==> src/rtl/btb_predictor_pkg.sv <==
// btb_predictor_pkg: shared definitions for the branch target buffer.
//   - direction counter encodings (2-bit names, plus width-generic helpers
//     that place "weak" states around the counter MSB)
//   - index-width function and PC index/tag slice helpers
// The slice helpers work on a 64-bit widened PC; callers cast the result
// down to their own index/tag width.
package btb_predictor_pkg;

  // Canonical names for the 2-bit case.
  typedef enum logic [1:0] {
    CTR_SNT = 2'd0,
    CTR_WNT = 2'd1,
    CTR_WT  = 2'd2,
    CTR_ST  = 2'd3
  } ctr2_e;

  // Weakly-not-taken: all ones below the MSB (01 for 2 bits, 011 for 3).
  function automatic int unsigned ctr_weak_nt(int unsigned ctr_w);
    return (32'd1 << (ctr_w - 1)) - 32'd1;
  endfunction

  // Weakly-taken: only the MSB set (10 for 2 bits, 100 for 3).
  function automatic int unsigned ctr_weak_t(int unsigned ctr_w);
    return 32'd1 << (ctr_w - 1);
  endfunction

  function automatic int unsigned idx_width(int unsigned entries);
    return $clog2(entries);
  endfunction

  // PC bits [1:0] are word offset and never take part in index or tag.
  function automatic logic [63:0] pc_index(logic [63:0] pc, int unsigned idx_w);
    return (pc >> 2) & ((64'd1 << idx_w) - 64'd1);
  endfunction

  function automatic logic [63:0] pc_tag(logic [63:0] pc, int unsigned idx_w);
    return pc >> (idx_w + 2);
  endfunction

endpackage

==> src/rtl/btb_predictor_sat_counter.sv <==
// sat_counter: combinational next-value for an up/down saturating counter.
//   ctr_i  current counter value
//   up_i   1 = count up (taken), 0 = count down (not taken)
//   ctr_o  next value, held at 0 and at all-ones
module sat_counter #(
  parameter int unsigned CTR_W = 2
) (
  input  logic [CTR_W-1:0] ctr_i,
  input  logic             up_i,
  output logic [CTR_W-1:0] ctr_o
);

  always_comb begin
    ctr_o = ctr_i;
    if (up_i) begin
      if (ctr_i != '1) ctr_o = ctr_i + CTR_W'(1);
    end else begin
      if (ctr_i != '0) ctr_o = ctr_i - CTR_W'(1);
    end
  end

endmodule

==> src/rtl/btb_predictor.sv <==
// btb_predictor: direct-mapped branch target buffer with per-entry
// saturating direction counters, used in IF to predict the next PC.
//   clk_i, rst_i           clock (rising edge); async active-low reset
//   pc_i                   IF-stage PC, looked up combinationally
//   hit_o                  valid entry with matching tag
//   pred_taken_o           hit_o and counter MSB set
//   pred_target_o          stored target, 0 on miss
//   upd_valid_i/upd_pc_i/upd_taken_i/upd_target_i
//                          ID-stage resolution used for training
//   upd_stall_i            hazard stall: update ignored, stats frozen
//   inval_i                clear all valid bits (drops same-cycle update)
//   lookup_cnt_o/hit_cnt_o saturating lookup and hit statistics
module btb_predictor
  import btb_predictor_pkg::*;
#(
  parameter int unsigned ADDR_W  = 32,
  parameter int unsigned ENTRIES = 16,
  parameter int unsigned CTR_W   = 2,
  parameter int unsigned CNT_W   = 16
) (
  input  logic              clk_i,
  input  logic              rst_i,
  input  logic [ADDR_W-1:0] pc_i,
  output logic              hit_o,
  output logic              pred_taken_o,
  output logic [ADDR_W-1:0] pred_target_o,
  input  logic              upd_valid_i,
  input  logic [ADDR_W-1:0] upd_pc_i,
  input  logic              upd_taken_i,
  input  logic [ADDR_W-1:0] upd_target_i,
  input  logic              upd_stall_i,
  input  logic              inval_i,
  output logic [CNT_W-1:0]  lookup_cnt_o,
  output logic [CNT_W-1:0]  hit_cnt_o
);

  localparam int unsigned IDX_W = idx_width(ENTRIES);
  localparam int unsigned TAG_W = ADDR_W - IDX_W - 2;

  localparam logic [CTR_W-1:0] CTR_RST   = CTR_W'(ctr_weak_nt(CTR_W));
  localparam logic [CTR_W-1:0] CTR_ALLOC = CTR_W'(ctr_weak_t(CTR_W));

  typedef logic [IDX_W-1:0] idx_t;
  typedef logic [TAG_W-1:0] tag_t;

  // Entry storage
  logic [ENTRIES-1:0] valid_q, valid_d;
  tag_t               tag_q    [ENTRIES];
  logic [ADDR_W-1:0]  target_q [ENTRIES];
  logic [CTR_W-1:0]   ctr_q    [ENTRIES];

  logic [CNT_W-1:0]   lookup_cnt_q, lookup_cnt_d;
  logic [CNT_W-1:0]   hit_cnt_q, hit_cnt_d;

  // ---------------------------------------------------------------------
  // Lookup: purely combinational from registered state
  // ---------------------------------------------------------------------
  idx_t lk_idx;
  tag_t lk_tag;
  logic lk_hit;

  assign lk_idx = idx_t'(pc_index(64'(pc_i), IDX_W));
  assign lk_tag = tag_t'(pc_tag(64'(pc_i), IDX_W));
  assign lk_hit = valid_q[lk_idx] && (tag_q[lk_idx] == lk_tag);

  assign hit_o         = lk_hit;
  assign pred_taken_o  = lk_hit && ctr_q[lk_idx][CTR_W-1];
  assign pred_target_o = lk_hit ? target_q[lk_idx] : '0;

  // ---------------------------------------------------------------------
  // Update path
  // ---------------------------------------------------------------------
  idx_t             upd_idx;
  tag_t             upd_tag;
  logic             upd_hit;
  logic             upd_en;
  logic             wr_entry;   // tag/target/valid write (taken outcome)
  logic             wr_ctr;
  logic [CTR_W-1:0] ctr_next;
  logic [CTR_W-1:0] ctr_wdata;

  assign upd_idx = idx_t'(pc_index(64'(upd_pc_i), IDX_W));
  assign upd_tag = tag_t'(pc_tag(64'(upd_pc_i), IDX_W));
  assign upd_hit = valid_q[upd_idx] && (tag_q[upd_idx] == upd_tag);

  // Invalidation takes priority: the update is dropped entirely.
  assign upd_en = upd_valid_i && !upd_stall_i && !inval_i;

  sat_counter #(
    .CTR_W (CTR_W)
  ) u_sat_counter (
    .ctr_i (ctr_q[upd_idx]),
    .up_i  (upd_taken_i),
    .ctr_o (ctr_next)
  );

  // Taken outcomes write tag/target on a hit (same tag, new target) and
  // on a miss (allocation over whatever entry sits at this index).
  assign wr_entry  = upd_en && upd_taken_i;
  assign wr_ctr    = upd_en && (upd_hit || upd_taken_i);
  assign ctr_wdata = upd_hit ? ctr_next : CTR_ALLOC;

  always_comb begin
    valid_d = valid_q;
    if (inval_i) begin
      valid_d = '0;
    end else if (wr_entry) begin
      valid_d[upd_idx] = 1'b1;
    end
  end

  always_ff @(posedge clk_i or negedge rst_i) begin
    if (!rst_i) begin
      valid_q <= '0;
      for (int unsigned i = 0; i < ENTRIES; i++) begin
        tag_q[i]    <= '0;
        target_q[i] <= '0;
        ctr_q[i]    <= CTR_RST;
      end
    end else begin
      valid_q <= valid_d;
      if (wr_entry) begin
        tag_q[upd_idx]    <= upd_tag;
        target_q[upd_idx] <= upd_target_i;
      end
      if (wr_ctr) begin
        ctr_q[upd_idx] <= ctr_wdata;
      end
    end
  end

  // ---------------------------------------------------------------------
  // Statistics: count non-stalled cycles and their hits, saturating
  // ---------------------------------------------------------------------
  always_comb begin
    lookup_cnt_d = lookup_cnt_q;
    hit_cnt_d    = hit_cnt_q;
    if (!upd_stall_i) begin
      if (lookup_cnt_q != '1) lookup_cnt_d = lookup_cnt_q + CNT_W'(1);
      if (lk_hit && (hit_cnt_q != '1)) hit_cnt_d = hit_cnt_q + CNT_W'(1);
    end
  end

  always_ff @(posedge clk_i or negedge rst_i) begin
    if (!rst_i) begin
      lookup_cnt_q <= '0;
      hit_cnt_q    <= '0;
    end else begin
      lookup_cnt_q <= lookup_cnt_d;
      hit_cnt_q    <= hit_cnt_d;
    end
  end

  assign lookup_cnt_o = lookup_cnt_q;
  assign hit_cnt_o    = hit_cnt_q;

endmodule

==> config.mk <==
export PLATFORM = sky130hd
export DESIGN_NAME = btb_predictor
export DESIGN_NICKNAME = d
export VERILOG_FILES = /design/src/rtl/btb_predictor_pkg.sv /design/src/rtl/btb_predictor_sat_counter.sv /design/src/rtl/btb_predictor.sv
export SDC_FILE = /design/constraint.sdc
export NUM_CORES = 2
export LEC_CHECK = 0
export BUFFER_PORTS_ARGS = -buffer_cell sky130_fd_sc_hd__buf_2
export CAP_MARGIN = 20
export CORE_MARGIN = 5
export CORE_UTILIZATION = 60
export CTS_CLUSTER_DIAMETER = 30
export DETAILED_ROUTE_END_ITERATION = 6
export PLACE_DENSITY_LB_ADDON = 0.05
export SLEW_MARGIN = 40
export SYNTH_ARGS = -nofsm -noshare
export SYNTH_HDL_FRONTEND = slang
export SYNTH_SLANG_ARGS = --single-unit
==> constraint.sdc <==
create_clock -name clk_i -period 6.4 [get_ports clk_i]
set_input_delay 1.28 -clock clk_i [delete_from_list [all_inputs] [get_ports clk_i]]
set_output_delay 1.28 -clock clk_i [all_outputs]
set_load 0.005 [all_outputs]
==> metrics.cfg <==
[status]
outcome=finished, final reports clean

[finish]
fin_area_um2=59700
drive_gt1_frac=0.471
nNetsFinal=3844
syn_to_final_growth_pct=18.9
nFillCells=5496

[detailed_routing]
vias=33000
drt-vias-per-instance=6.58
ant_nets=0
wl_per_cell_um=28.8
drt-initial-drc-count=3111
drc_errors=0
dr.pass1.iters=6
finalWirelength_um=144000

[synthesis]
syn_nets=3695
synthCells=3591
netlist_top_cells_count=dfrtp_1, mux2_2, nand2_1, mux4_2, clkbuf_1
yosys.area_share.simple=0.0600
synth.most_common_cell=dfrtp_1
seq_area_frac_synth=0.503
ys_seq_elements=1008
synth_compound_area_frac=0.0261
synth-async-reset-ratio=1.00
synth_xor_area_frac=0.0171
synthFlopType=dfrtp_1
syn_area_per_cell_um2=14.0
netlist_area_um2=50200
synth_top_family_by_area=multiplexers
synth_top_area_share=0.494
muxShareOfSynthArea=0.364
synth_area_leaders=dfrtp_1, mux2_2, mux4_2
synth_cell_types=67
synthAdderAreaFrac=0.000897
yosys_warnings=0
synth_edf_count=0
yosysTopAreaCell=dfrtp_1

[floorplan]
coreArea_um2=83300
io_pins=168
die_y_um=299
die_w_um=299
dieArea_um2=89600
row_count=106
start_util=0.603

[pwr]
leakagePower_nw=27.9
max-vdd-ir-drop_v=0.000319
p_switching_w=0.00486
switching_share=0.241
p_seq_frac=0.360
power_frac_clock=0.549
p_int_w=0.0153
pwr-share-comb=0.091
powerDensity_nw_per_um2=338

[clock_tree]
clkTransAtPathRegs_ns=0.05
postCtsHoldBufs=0
insertion_delay_ns=0.78
tritoncts=yes
cts_made_buffers=207
htreeDepth=4
clock_path_buffers=3
cts_setup_buffers=0
clockRootBuffer=clkbuf_16
cts.sinks=1008
cts_resized=0

[grt]
grt_pass1_wl_um=222000
antenna_found_initial=15
grt_util_all_layers=0.325
grt_pass1_vias=35800
use_met2=0.519
grt_max_degree=165
overflow=0
use_met1=0.438
top_usage_layer=met2
grt_use_met3=0.0729

[sta]
tightestPinTransition_ns=0.862
min_period_over_period=0.920
skew_ns=0.0319
finalSetupViolations=0
slew-limit-headroom=0.425
tns_ns=0
period_minus_slack_ns=5.89
rsz0062_at_grt=no
finalHoldViolations=0
slew_viol_final=0
fmax_ghz=0.170

[placed_design]
gp_congestion=0.859
placed_area_um2=52300
io_buffers=163
dp_hpwl_um=85000

[worst_setup_path]
endpoint_kind=output port
rr_worst_depth=10
arrival_ns=4.61
start_kind=primary input
cp_max_fo=50
critPathKind=primary input to output port
crit_required_ns=5.12

[job]
drv_cap=0

[min_path]
hold_path_class=primary input to asynchronous set/reset pin

layout by cell type (no fill, tap or decap), types with 53 or more instances in the layout:
| cell type | count |
|---|---|
| buf_2 | 156 |
| buf_4 | 71 |
| clkbuf_16 | 211 |
| dfrtp_1 | 992 |
| mux2_2 | 788 |
| mux2i_1 | 126 |
| mux4_2 | 361 |
| nand2_1 | 414 |
| o21ai_0 | 85 |
| xor2_1 | 53 |
through the flow:
stage	util	setup slack, ns	hold slack [ns]	total power, W	instances
6_report	0.717	0.512	0.451	0.0202	5010
5_1_grt	0.717	0.301	0.461	0.0208	5004
3_5_place_dp	0.628	0.574	0.462	0.00917	4608
2_1_floorplan	-	1.02	0.442	0.00849	3591
4_1_cts	0.716	0.537	0.421	0.0203	4999
3_3_place_gp	0.626	0.582	0.453	0.00904	4602
routing by layer:
| metal | routed length (um) | vias to the layer above | part of all wire |
|---|---|---|---|
| met4 | 5710 | 16 | 0.040 |
| li1 | - | 13600 | - |
| met5 | 120 | - | 0.00083 |
| met1 | 57500 | 17600 | 0.40 |
| met2 | 70600 | 1378 | 0.49 |
| met3 | 10500 | 371 | 0.073 |
state kept, by name, summed over array words and instances (netlist names):
name,cells
lookup_cnt_o,16
tag_q,416
valid_q,16
target_q,512
hit_cnt_o,16
ctr_q,32
power by group through the flow:
| stage | registers [W] | clock network [W] | logic, W |
|---|---|---|---|
| after floorplan | 0.00721 | 0 | 0.00128 |
| after global placement | 0.00728 | 0 | 0.00176 |
| final | 0.00726 | 0.0111 | 0.00184 |
| after global routing | 0.00731 | 0.0116 | 0.00199 |
| after detailed placement | 0.00734 | 0 | 0.00183 |
| after CTS | 0.00725 | 0.0112 | 0.00185 |
kinds of logic (layout without fill, tap and decap cells):
group,count (synthesis),in the layout
compound gates,199,199
mux,1275,1275
fa+ha+maj,4,4
simple gates,664,664
other cells,0,8
buf+inv,343,674
flops,1008,1008
xor+xnor,98,98
critical path, stage by stage:
cell and delay (ns):
buf_8 0.44, buf_4 0.52, mux4_2 0.59, mux2i_1 0.14, mux2i_1 0.18, xnor2_1 0.21, nand4_1 0.15, nor2_1 0.21
nand4_1 0.19, buf_12 0.25, nor2b_1 0.18, buf_2 0.13
area by class of cell:
cell class	count	area [um2]	share of cell area
flip-flops and latches	1008	25200	0.423
multi-input cells	2240	23700	0.396
clock buffers	264	5740	0.0961
repair buffers	266	2060	0.0345
clock inverters	127	1600	0.0268
well taps	1080	1350	0.0226
inverters	17	63.8	0.00107
diodes	8	20.0	0.000335
worst paths after layout:
kind | slack, ns | end | startpoint
max | 0.51 | pred_target_o[0] | pc_i[2]
min | 0.45 | tag_q[174] | rst_i
max reg2reg | 2.39 | ctr_q[22] | tag_q[297]
min reg2reg | 0.47 | target_q[461] | target_q[461]
max in group asynchronous | 4.31 | target_q[342] | rst_i
min in group clk_i | 0.47 | target_q[461] | target_q[461]
Note: power is estimated with default switching activity, not from simulation.
